File: src/rtl/lcd_pkg.sv
// Shared definitions for the LCD bus receiver.
//   - FSM state encoding
//   - instruction opcode masks (each mask is the highest set bit of its group)
//   - display character / address constants
//   - DDRAM index helper
package lcd_pkg;

  typedef enum logic [1:0] {
    ST_IDLE  = 2'd0,
    ST_CLEAR = 2'd1,
    ST_BUSY  = 2'd2
  } lcd_state_e;

  localparam logic [7:0] OP_CLEAR   = 8'h01;
  localparam logic [7:0] OP_HOME    = 8'h02;
  localparam logic [7:0] OP_ENTRY   = 8'h04;
  localparam logic [7:0] OP_DISPLAY = 8'h08;
  localparam logic [7:0] OP_SHIFT   = 8'h10;
  localparam logic [7:0] OP_FUNC    = 8'h20;
  localparam logic [7:0] OP_CGRAM   = 8'h40;
  localparam logic [7:0] OP_DDRAM   = 8'h80;

  localparam logic [7:0] SPACE_CODE = 8'h20;
  localparam logic [6:0] LINE2_BASE = 7'h40;
  localparam logic [6:0] AC_MASK    = 7'h4F;

  localparam int CNT_W  = 17;
  localparam int ADDR_W = 5;
  localparam int DATA_W = 8;

  // Visible address {line, column} -> physical cell index.
  function automatic logic [ADDR_W-1:0] ddram_index(input logic [6:0] addr);
    return {addr[6], addr[3:0]};
  endfunction

endpackage

File: src/rtl/lcd_ddram.sv
// 32x8 display data RAM.
//   clk_i                     : clock
//   we_i/waddr_i/wdata_i      : synchronous write port
//   raddr_a_i -> rdata_a_o    : registered read port (bus read-back)
//   raddr_b_i -> rdata_b_o    : registered read port (mirror)
// Reads return the contents before a same-cycle write to the same cell.
module lcd_ddram
  import lcd_pkg::*;
(
  input  logic              clk_i,
  input  logic              we_i,
  input  logic [ADDR_W-1:0] waddr_i,
  input  logic [DATA_W-1:0] wdata_i,
  input  logic [ADDR_W-1:0] raddr_a_i,
  output logic [DATA_W-1:0] rdata_a_o,
  input  logic [ADDR_W-1:0] raddr_b_i,
  output logic [DATA_W-1:0] rdata_b_o
);

  logic [DATA_W-1:0] mem_q [0:(1<<ADDR_W)-1];

  always_ff @(posedge clk_i) begin
    if (we_i) begin
      mem_q[waddr_i] <= wdata_i;
    end
    rdata_a_o <= mem_q[raddr_a_i];
    rdata_b_o <= mem_q[raddr_b_i];
  end

endmodule

File: src/rtl/lcd_bus_receiver.sv
// Receiver side of an HD44780-style character LCD bus.
// The controller drives RS/RW/E/DB asynchronously; every bus cycle is acted
// on at the synchronised falling edge of E.
//   clock50MHz, reset (sync, active-low)
//   RS, RW, E, DB           : controller bus inputs
//   DB_out, DB_oe           : read-back data and drive enable
//   busy, ac                : busy flag and address counter
//   display_on .. two_line  : decoded mode registers
//   rd_addr -> rd_data      : registered mirror read of DDRAM
//   cmd_strobe, err_busy    : one-cycle pulses (write accepted / write dropped)
module lcd_bus_receiver
  import lcd_pkg::*;
#(
  parameter int BUSY_SHORT = 2000,
  parameter int BUSY_LONG  = 82000
) (
  input  logic              clock50MHz,
  input  logic              reset,
  input  logic              RS,
  input  logic              RW,
  input  logic              E,
  input  logic [7:0]        DB,
  output logic [7:0]        DB_out,
  output logic              DB_oe,
  output logic              busy,
  output logic [6:0]        ac,
  output logic              display_on,
  output logic              cursor_on,
  output logic              blink_on,
  output logic              inc_mode,
  output logic              two_line,
  input  logic [ADDR_W-1:0] rd_addr,
  output logic [DATA_W-1:0] rd_data,
  output logic              cmd_strobe,
  output logic              err_busy
);

  localparam logic [CNT_W-1:0] SHORT_LOAD = CNT_W'(BUSY_SHORT - 1);
  localparam logic [CNT_W-1:0] LONG_LOAD  = CNT_W'(BUSY_LONG - 1);
  localparam logic [CNT_W-1:0] CNT_ONE    = CNT_W'(1);
  localparam logic [ADDR_W-1:0] IDX_LAST  = '1;

  // Address counter step with wrap between the two 16-column lines.
  function automatic logic [6:0] step_ac(input logic [6:0] a, input logic inc);
    logic [6:0] r;
    if (inc) begin
      if (a == (LINE2_BASE | 7'h0F))  r = 7'h00;
      else if (a == 7'h0F)            r = LINE2_BASE;
      else                            r = a + 7'd1;
    end else begin
      if (a == 7'h00)                 r = LINE2_BASE | 7'h0F;
      else if (a == LINE2_BASE)       r = 7'h0F;
      else                            r = a - 7'd1;
    end
    return r;
  endfunction

  function automatic logic has(input logic [7:0] v, input logic [7:0] mask);
    return (v & mask) != 8'h00;
  endfunction

  logic             e_s1_q, e_s2_q, e_s3_q;
  logic             rs_s1_q, rs_s2_q, rw_s1_q, rw_s2_q;
  logic [7:0]       db_s1_q, db_s2_q;

  lcd_state_e       state_q, state_d;
  logic [CNT_W-1:0] cnt_q, cnt_d;
  logic [ADDR_W-1:0] idx_q, idx_d;
  logic [6:0]       ac_q, ac_d;
  logic             inc_q, inc_d, disp_q, disp_d, cur_q, cur_d;
  logic             blink_q, blink_d, two_q, two_d;
  logic             oe_q, oe_d, strobe_q, strobe_d, err_q, err_d;
  logic [7:0]       dbo_q, dbo_d;

  logic             mem_we;
  logic [ADDR_W-1:0] mem_waddr;
  logic [DATA_W-1:0] mem_wdata;
  logic [DATA_W-1:0] rdata_a;

  logic             busy_w, e_fall, wr_acc;

  assign busy_w = (state_q != ST_IDLE);
  assign e_fall = e_s3_q & ~e_s2_q;
  assign wr_acc = e_fall & ~rw_s2_q;

  lcd_ddram u_ddram (
    .clk_i     (clock50MHz),
    .we_i      (mem_we),
    .waddr_i   (mem_waddr),
    .wdata_i   (mem_wdata),
    .raddr_a_i (ddram_index(ac_q)),
    .rdata_a_o (rdata_a),
    .raddr_b_i (rd_addr),
    .rdata_b_o (rd_data)
  );

  always_comb begin
    state_d   = state_q;
    cnt_d     = cnt_q;
    idx_d     = idx_q;
    ac_d      = ac_q;
    inc_d     = inc_q;
    disp_d    = disp_q;
    cur_d     = cur_q;
    blink_d   = blink_q;
    two_d     = two_q;
    strobe_d  = 1'b0;
    err_d     = 1'b0;
    mem_we    = 1'b0;
    mem_waddr = ddram_index(ac_q);
    mem_wdata = db_s2_q;

    // Read-back is serviced in every state, busy or not.
    oe_d  = e_s2_q & rw_s2_q;
    dbo_d = 8'h00;
    if (oe_d) begin
      dbo_d = rs_s2_q ? rdata_a : {busy_w, ac_q};
    end
    if (e_fall && rw_s2_q && rs_s2_q) begin
      ac_d = step_ac(ac_q, inc_q);
    end

    case (state_q)
      ST_IDLE: begin
        if (wr_acc) begin
          strobe_d = 1'b1;
          state_d  = ST_BUSY;
          cnt_d    = SHORT_LOAD;
          if (rs_s2_q) begin
            mem_we = 1'b1;
            ac_d   = step_ac(ac_q, inc_q);
          end else if (has(db_s2_q, OP_DDRAM)) begin
            ac_d = db_s2_q[6:0] & AC_MASK;
          end else if (has(db_s2_q, OP_CGRAM)) begin
            ac_d = ac_q;
          end else if (has(db_s2_q, OP_FUNC)) begin
            two_d = db_s2_q[3];
          end else if (has(db_s2_q, OP_SHIFT)) begin
            ac_d = ac_q;
          end else if (has(db_s2_q, OP_DISPLAY)) begin
            disp_d  = db_s2_q[2];
            cur_d   = db_s2_q[1];
            blink_d = db_s2_q[0];
          end else if (has(db_s2_q, OP_ENTRY)) begin
            inc_d = db_s2_q[1];
          end else if (has(db_s2_q, OP_HOME)) begin
            ac_d  = 7'h00;
            cnt_d = LONG_LOAD;
          end else if (has(db_s2_q, OP_CLEAR)) begin
            ac_d    = 7'h00;
            inc_d   = 1'b1;
            idx_d   = '0;
            state_d = ST_CLEAR;
          end
        end
      end
      ST_CLEAR: begin
        mem_we    = 1'b1;
        mem_waddr = idx_q;
        mem_wdata = SPACE_CODE;
        idx_d     = idx_q + 1'b1;
        if (idx_q == IDX_LAST) begin
          state_d = ST_BUSY;
          cnt_d   = LONG_LOAD;
        end
        err_d = wr_acc;
      end
      ST_BUSY: begin
        if (cnt_q == '0) begin
          state_d = ST_IDLE;
        end else begin
          cnt_d = cnt_q - CNT_ONE;
        end
        err_d = wr_acc;
      end
      default: begin
        state_d = ST_IDLE;
      end
    endcase
  end

  always_ff @(posedge clock50MHz) begin
    if (!reset) begin
      e_s1_q   <= 1'b0;
      e_s2_q   <= 1'b0;
      e_s3_q   <= 1'b0;
      rs_s1_q  <= 1'b0;
      rs_s2_q  <= 1'b0;
      rw_s1_q  <= 1'b0;
      rw_s2_q  <= 1'b0;
      db_s1_q  <= 8'h00;
      db_s2_q  <= 8'h00;
      state_q  <= ST_CLEAR;
      cnt_q    <= '0;
      idx_q    <= '0;
      ac_q     <= 7'h00;
      inc_q    <= 1'b1;
      disp_q   <= 1'b0;
      cur_q    <= 1'b0;
      blink_q  <= 1'b0;
      two_q    <= 1'b0;
      oe_q     <= 1'b0;
      dbo_q    <= 8'h00;
      strobe_q <= 1'b0;
      err_q    <= 1'b0;
    end else begin
      e_s1_q   <= E;
      e_s2_q   <= e_s1_q;
      e_s3_q   <= e_s2_q;
      rs_s1_q  <= RS;
      rs_s2_q  <= rs_s1_q;
      rw_s1_q  <= RW;
      rw_s2_q  <= rw_s1_q;
      db_s1_q  <= DB;
      db_s2_q  <= db_s1_q;
      state_q  <= state_d;
      cnt_q    <= cnt_d;
      idx_q    <= idx_d;
      ac_q     <= ac_d;
      inc_q    <= inc_d;
      disp_q   <= disp_d;
      cur_q    <= cur_d;
      blink_q  <= blink_d;
      two_q    <= two_d;
      oe_q     <= oe_d;
      dbo_q    <= dbo_d;
      strobe_q <= strobe_d;
      err_q    <= err_d;
    end
  end

  assign DB_out     = dbo_q;
  assign DB_oe      = oe_q;
  assign busy       = busy_w;
  assign ac         = ac_q;
  assign display_on = disp_q;
  assign cursor_on  = cur_q;
  assign blink_on   = blink_q;
  assign inc_mode   = inc_q;
  assign two_line   = two_q;
  assign cmd_strobe = strobe_q;
  assign err_busy   = err_q;

endmodule

File: config.mk
export PLATFORM = sky130hd
export DESIGN_NAME = lcd_bus_receiver
export DESIGN_NICKNAME = d
export VERILOG_FILES = /design/src/rtl/lcd_pkg.sv /design/src/rtl/lcd_ddram.sv /design/src/rtl/lcd_bus_receiver.sv
export SDC_FILE = /design/constraint.sdc
export NUM_CORES = 1
export LEC_CHECK = 0
export BUFFER_PORTS_ARGS = -buffer_cell sky130_fd_sc_hd__buf_2
export CAP_MARGIN = 25
export CORE_ASPECT_RATIO = 0.9
export CORE_UTILIZATION = 45
export CTS_BUF_LIST = sky130_fd_sc_hd__clkbuf_16
export CTS_CLUSTER_DIAMETER = 30
export DETAILED_ROUTE_END_ITERATION = 8
export HOLD_SLACK_MARGIN = 0.06
export PLACE_DENSITY_LB_ADDON = 0.1
export SLEW_MARGIN = 15
export SYNTH_ARGS = -nofsm -noshare
export SYNTH_HDL_FRONTEND = slang
export SYNTH_SLANG_ARGS = --single-unit
File: constraint.sdc
create_clock -name clock50MHz -period 6.93 [get_ports clock50MHz]
set_clock_uncertainty 0.05 [all_clocks]
set_input_delay 0.3465 -clock clock50MHz [delete_from_list [all_inputs] [get_ports clock50MHz]]
set_output_delay 0.3465 -clock clock50MHz [all_outputs]
set_load 0.01 [all_outputs]
======== After elaboration in Yosys (flattened, before gate mapping) ========
Memories as Yosys holds them, arrays and structs flattened. A register that Yosys moved wholly into a read port is not among the register bits.
Cells that the tools add are included.
word-level totals
  flip-flop bits (word level) ............. 70
  bits in writable memories ............... 256
  input bits .............................. 18
  word-level logic and storage cells ...... 145
  memories kept ........................... 1
memory list
  memory         words  bits a word  read ports  clocked after Yosys merged registers in  write ports  line             RTL
  u_ddram.mem_q  32     8            2           2                                        1            lcd_ddram.sv:20  logic [DATA_W-1:0] mem_q [0:(1<<ADDR_W)-1];
cells by class
  $add $sub $neg .......................... 4
  eq/ne operators ......................... 22
  multiplexer cells ....................... 65
  bitwise logic cells ..................... 11
  reduce and logical (&&, ||, !) cells .... 20
operators by type and width
  operator                 count
  $mux W17                 11
  $mux W7                  17
  $mux W5                  11
  $pmux W17 S3             1
  $ne A2 B2 Y1 const B     13
  $mux W2                  12
  $logic_not A17 Y1        1
  $sub A17 B1 Y17 const B  1
  $mux W8                  2
  $eq A7 B7 Y1 const B     2
  $reduce_and A11 Y1       1
  $pmux W5 S2              1
  $reduce_and A10 Y1       1
  $mux W1                  8
  $not A1 Y1               8
  $reduce_and A2 Y1        4
  $reduce_and A8 Y1        1
  $add A7 B1 Y7 const B    1
  $eq A7 B4 Y1 const B     1
  $logic_not A7 Y1         1
  $sub A7 B1 Y7 const B    1
  $ne A6 B6 Y1 const B     1
  $pmux W2 S3              1
  $reduce_and A6 Y1        1
  other kinds (15)         20

======== Logic depth before layout (Yosys ltp) ========
Gate-level depths: netlist of the first run.
  word-level depth ........................ 16
  mapped depth ............................ 10

======== Hierarchy ========
From an unflattened synthesis of the first run, not the netlist that was laid out.
unflattened totals
  cell total of the unflattened synthesis .. 932
  area, all modules ....................... 15,661.3 um^2
modules (own cells, without submodules)
  module            instances  cells each  area each (um^2)  sequential area each (um^2)
  lcd_ddram         1          532         12,208.0          8,007.7
  lcd_bus_receiver  1          400         3,453.3           1,401.3

======== Least setup slack after synthesis of the first run ========
No wires, ideal clock.
  kind .................................... register to register
  start ................................... register state_q[0]
  end ..................................... memory u_ddram.mem_q[0][0], enable pin
  arrival ................................. 1.991 ns
  data required time ...................... 6.510 ns
  slack ................................... 4.519 ns
  cell stages (with the launch flop) ...... 8
  path buffers ............................ 1
  cell sequence ........................... dfxtp_1 -> inv_1 -> ha_1 -> clkbuf_1 -> nand4bb_1 -> nor3_1 -> a32oi_1 -> nor2_1
on the way
  word-level cells in the longest chain between the ends .. 4
  elaborated cells between the ends (all ways) .. 6
  classes of those cells .................. eq/ne (1); mux (4); reduce/logical (1)
RTL lines
  element                                           line                     RTL
  start, declared                                   lcd_bus_receiver.sv:66   lcd_state_e state_q, state_d;
  start signal, assigned                            lcd_bus_receiver.sv:216  state_q <= state_d;
  $eq A2 B1 Y1 or $logic_not A2 Y1 (tied branches)  lcd_bus_receiver.sv:123  case (state_q)
  $pmux W1 S2                                       lcd_bus_receiver.sv:123
  $mux W1                                           lcd_ddram.sv:23          if (we_i) begin
  $mux W1 (implied by the code)                     lcd_ddram.sv:24          mem_q[waddr_i] <= wdata_i;
  end, declared                                     lcd_ddram.sv:20
Several ways; a longest one is shown, not always the timed one.

======== Worst setup path in the final report of the first run ========
  start ................................... register state_q[1]
  end ..................................... memory u_ddram.mem_q[4][3], enable pin
The elaborated chain is that of the path after synthesis.

==> results.json, run 1 <==
{
  "status": "finished, final reports clean",
  "wl_mm": 40.84,
  "cts_root_buffer": "clkbuf_16",
  "htreeDepth": 3,
  "grt_pass1_wl_mm": 60.69,
  "io_pins": 50,
  "die_area_sq_um": 35620,
  "synth_edf_count": 256,
  "core_sq_um": 34190,
  "ant_nets": 0,
  "syn_to_final_growth_pct": 20.34,
  "clkLatencyLatePin_ns": 0.56,
  "route.detailed.drc": 0,
  "yosys.area.top_type": "edfxtp_1",
  "cp-end-kind": "register",
  "placed_cells": 1416,
  "fin_ws_ns": 3.408,
  "nets": 1070,
  "synth_fp_nets": 982,
  "grt_pass1_vias": 9208,
  "die_w_microns": 198.8,
  "yosysWarnings": 0,
  "cp_data_required_time_ns": 7.04,
  "rsz0062_at_grt": "false",
  "cts_inserted_buffers": 74,
  "grt_overflow": 0,
  "final_common_cell": "edfxtp_1",
  "synth_area_sq_um": 15690,
  "leakagePower_nw": 6.295,
  "maxCapViolCount": 0,
  "synth_area_leaders": "edfxtp_1 (49%), mux4_2 (23%), dfxtp_1 (11%)",
  "power_density_nw_per_um2": 368.5,
  "drt-pass1-iter-count": 6,
  "clkSlewWorstSetupHoldPaths_ns": 0.05,
  "crit_type": "reg2reg",
  "fin_util": 0.5521,
  "dpl.hpwl_mm": 25.69,
  "tightestPinTransition_ns": 1.091,
  "gp_congestion": 0.7906,
  "wl_per_cell_microns": 26.13,
  "portBuffers": 49,
  "mostFrequentLayoutCells": "edfxtp_1 (256), mux4_2 (160), nor2_1 (86)",
  "rows": 64,
  "synth.top_cell.area_share": 0.4900,
  "synth_seq_area_share": 0.5997,
  "ys.flop_type": "edfxtp_1",
  "grt_max_degree": 65,
  "critPathMaxFanout": 8,
  "via_count": 9310,
  "critPathArrivalTime_ns": 3.63,
  "hold_path_class": "in2reg",
  "fin_tns_setup_ns": 0,
  "period_needed_ns": 3.522,
  "post_cts_buffers": 0,
  "fmax_mhz": 283.9,
  "postSynthCellCount": 954,
  "start_kind": "register",
  "cts_buffer_depth": 3,
  "drive_gt1_frac": 0.3455,
  "antenna_found_initial": 0,
  "finalCritPeriodShare": 0.5082,
  "initial_core_util": 0.4588,
  "max-slew-margin-rel": 0.2729,
  "cts_tree": "yes",
  "drv_slew": 0,
  "clock-sinks": 342,
  "synth-seq-cells": 342,
  "synth.distinct_cells": 57,
  "fin_cells": 1563,
  "async_reset_ff_frac": 0,
  "viasPerCell": 5.956,
  "drt_iter0_drc": 746,
  "hold_violations": 0,
  "track_usage": 0.2388,
  "peakVddDrop_uv": 213.8,
  "setup_violations": 0,
  "syn_avg_cell_area_sq_um": 16.45,
  "place_ws_ns": 3.386,
  "die_y_microns": 179.1
}
-- what timing repair did --
action | in CTS | in global routing
gates resized for setup | 0 | 0
hold buffers | 11 | 0
hold endpoints to repair | 11 | 0
-- metal layers --
layer,track usage,vias up,share of wire
met2,0.3778,305,0.49
met3,0.04345,63,0.053
met5,0,-,0
met4,0.07244,0,0.020
met1,0.3374,4879,0.44
li1,-,4063,-
-- area by class of cell --
| cell class | count | area (sq um) |
|---|---|---|
| fill | 2697 | 15310 |
| sequential | 342 | 9418 |
| multi-input combinational | 536 | 5956 |
| clock buffer | 75 | 1877 |
| tap | 462 | 578.1 |
| clock inverter | 59 | 536.8 |
| timing repair buffer | 72 | 451.7 |
| inverter | 16 | 60.06 |
| antenna | 1 | 2.502 |
-- cells in the mapped netlist (9+ instances only) --
master and number:
and2_1 25, nand2_1 35, ha_1 10, inv_1 16
edfxtp_1 256, buf_1 11, nor2b_1 9, mux4_2 160
mux2i_1 13, a21oi_1 29, o21ai_0 32, buf_4 9
dfxtp_1 86, nor3_1 11, nand3_1 12, nor2_1 87
clkbuf_1 27, nand2b_1 10, mux2_2 17
-- cells by family (layout without fill, tap and decap cells) --
kind of cell / Yosys count / after routing / synth area share
muxes: 190 / 190 / 0.2502
buffers and inverters: 76 / 222 / 0.02377
and+or+nand+nor: 221 / 221 / 0.06962
AOI/OAI and AO/OA: 106 / 106 / 0.04370
adders and majority gates: 10 / 10 / 0.007975
DFF: 342 / 342 / 0.5997
other: 0 / 1 / 0
xor gates and xnor gates: 9 / 9 / 0.005025
-- through the flow --
stage / hold slack [ns] / power [mW] / instance area, sq um
after global placement: 0.3647 / 3.592 / 16330
final: 0.1671 / 6.957 / 18880
after CTS: 0.1374 / 7.007 / 18870
after global routing: 0.1436 / 7.235 / 18880
after floorplan: 0.3619 / 3.257 / 15690
after detailed placement: 0.3704 / 3.603 / 16340
-- worst max-delay path: stages, from the launching register on --
cell       delay [ns]
dfxtp_1          0.32
inv_1            0.11
ha_1             0.35
nand4bb_1        0.35
nor3_1           0.53
a32oi_1          0.51
nor2_1           0.91
-- sequential cells by signal, indices dropped and copies added (netlist names), 2 cells and up --
name               flops
state_q                2
u_ddram.mem_q        256
db_s1_q                8
idx_q                  5
DB_out                 8
ac                     7
cnt_q                 17
u_ddram.rdata_a_o      8
db_s2_q                8
u_ddram.rdata_b_o      8
-- where the power goes --
group | total [mW] | leakage (nW) | switching, mW | internal, mW
logic | 1.05 | 2.05 | 0.669 | 0.385
registers | 2.52 | 3.07 | 0.110 | 2.41
clock network | 3.38 | 1.18 | 1.16 | 2.22
-- path summary, 6_finish.rpt --
check	start	endpoint	slack [ns]	cells after the start
max	state_q[1]	u_ddram.mem_q[4][3]	3.41	6
max reg2reg	state_q[1]	u_ddram.mem_q[4][3]	3.41	6
min	rd_addr[4]	u_ddram.rdata_b_o[3]	0.17	2
min reg2reg	e_s1_q	e_s2_q	0.38	1
(Power assumes the default switching activity.)
==> inputs of run 2 (changes only) <==
==> constraint.sdc (replaced) <==
create_clock -name clock50MHz -period 3.5 [get_ports clock50MHz]
set_clock_uncertainty 0.05 [all_clocks]
set_input_delay 0.175 -clock clock50MHz [delete_from_list [all_inputs] [get_ports clock50MHz]]
set_output_delay 0.175 -clock clock50MHz [all_outputs]
set_load 0.01 [all_outputs]
==> results.json, run 2 (synthesized netlist as in run 1, its figures left out) <==
{
  "status": "finished, final reports clean",
  "io_pins": 50,
  "biggestRegsByFlops": "u_ddram.mem_q: 256 flops, cnt_q: 17 flops",
  "track_usage": 0.2418,
  "critPathMaxFanout": 8,
  "grt_pass1_wl_mm": 61.67,
  "syn_to_final_growth_pct": 24.04,
  "die_w_microns": 198.8,
  "period_needed_ns": 2.980,
  "critPathArrivalTime_ns": 3.12,
  "cp-end-kind": "register",
  "gp_congestion": 0.8001,
  "drv_slew": 0,
  "rows": 64,
  "die_area_sq_um": 35620,
  "initial_core_util": 0.4588,
  "ant_nets": 0,
  "diodes": 0,
  "start_kind": "register",
  "cts_resized": 0,
  "final_common_cell": "edfxtp_1",
  "maxCapViolCount": 0,
  "nets": 1101,
  "grt_overflow": 0,
  "antenna_found_initial": 0,
  "crit_type": "reg2reg",
  "clkSlewWorstSetupHoldPaths_ns": 0.05,
  "drt-pass1-iter-count": 5,
  "fmax_mhz": 335.6,
  "finalCritPeriodShare": 0.8513,
  "power_mw": 14.57,
  "hold_violations": 0,
  "cts_root_buffer": "clkbuf_16",
  "leakagePower_nw": 6.620,
  "max-slew-margin-rel": 0.3648,
  "route.detailed.drc": 0,
  "clock-sinks": 342,
  "viasPerCell": 5.956,
  "hold_path_class": "in2reg",
  "largest_register_ffs": 256,
  "wl_mm": 41.46,
  "mostFrequentLayoutCells": "edfxtp_1 (256), mux4_2 (160), nor2_1 (86)",
  "drt_iter0_drc": 877,
  "grt_pass1_vias": 9413,
  "largest_register": "u_ddram.mem_q",
  "fin_tns_setup_ns": 0,
  "fillers": 2689,
  "setup_violations": 0,
  "htreeDepth": 3,
  "drive_gt1_frac": 0.3627,
  "tightestPinTransition_ns": 0.9507,
  "grt_max_degree": 65,
  "power_density_nw_per_um2": 748.5,
  "reg2reg_slack_ns": 0.52,
  "rsz0062_at_grt": "false",
  "cts_tree": "yes",
  "peakVddDrop_uv": 478.5,
  "wl_per_cell_microns": 25.95,
  "cp_data_required_time_ns": 3.64,
  "die_y_microns": 179.1,
  "clkLatencyLatePin_ns": 0.57,
  "multi_input_area_sq_um": 5954,
  "cts_inserted_buffers": 75,
  "via_count": 9518,
  "seqCellArea_sq_um": 9418,
  "dpl.hpwl_mm": 27.26,
  "cts_buffer_depth": 3,
  "portBuffers": 49,
  "core_sq_um": 34190
}
## run 2: cell types whose count changed in the layout (fill, tap and decap cells not counted), moves of 4 or more
cell and change:
buf_12 +5, bufinv_16 +6, inv_8 -4, clkbuf_16 +7, buf_4 +24, inv_6 -4, clkinvlp_4 -4
## run 2: area by class of cell
class                           instances  share of cell area
Clock buffer                           82              0.1054
Clock inverter                         58             0.03376
Inverter                               16            0.003086
Multi-Input combinational cell        536              0.3060
Sequential cell                       342              0.4840
Tap cell                              462             0.02970
Timing Repair Buffer                  102             0.03806
## run 2: layer usage
layer / track usage / routed length [microns]
met5: 0 / 0
met4: 0.06667 / 787
met3: 0.04421 / 2709
met2: 0.3776 / 19600
met1: 0.3482 / 18360
## run 2: what timing repair did
action	in CTS	in global routing
hold buffers	13	0
endpoints found under the hold margin	19	0
setup buffers	0	0
## run 2: power by group
group          switching, mW  internal [mW]  leakage (nW)
sequential             0.199           4.78          3.07
clock                   2.30           5.12          1.34
combinational           1.36          0.805          2.22
total                   3.86           10.7          6.62
## run 2: path summary, 6_finish.rpt
check        startpoint                    to  cells past startpoint
max          state_q[0]  u_ddram.mem_q[12][5]                      7
min               DB[0]            db_s1_q[0]                      3
max reg2reg  state_q[0]  u_ddram.mem_q[12][5]                      7
min reg2reg  db_s1_q[5]            db_s2_q[5]                      1
## run 2: per-stage QoR
| stage | setup slack (ns) | util | hold slack, ns | instances | area [sq um] |
|---|---|---|---|---|---|
| floorplan | 1.089 | - | 0.2523 | 954 | 15690 |
| global placement | 0.6611 | 0.4861 | 0.3329 | 1445 | 16620 |
| detailed placement | 0.5208 | 0.4861 | 0.3356 | 1445 | 16620 |
| CTS | 0.5101 | 0.5691 | 0.2834 | 1598 | 19460 |
| global route | 0.2279 | 0.5691 | 0.3044 | 1598 | 19460 |
| finish | 0.5203 | 0.5691 | 0.3119 | 1598 | 19460 |
## run 2: worst max-delay path, stage by stage (launching register included)
cell,delay [ns]
dfxtp_1,0.33
inv_1,0.09
ha_1,0.18
nand4bb_1,0.24
nor3_1,0.44
a32oi_1,0.39
buf_4,0.28
nor2_1,0.61
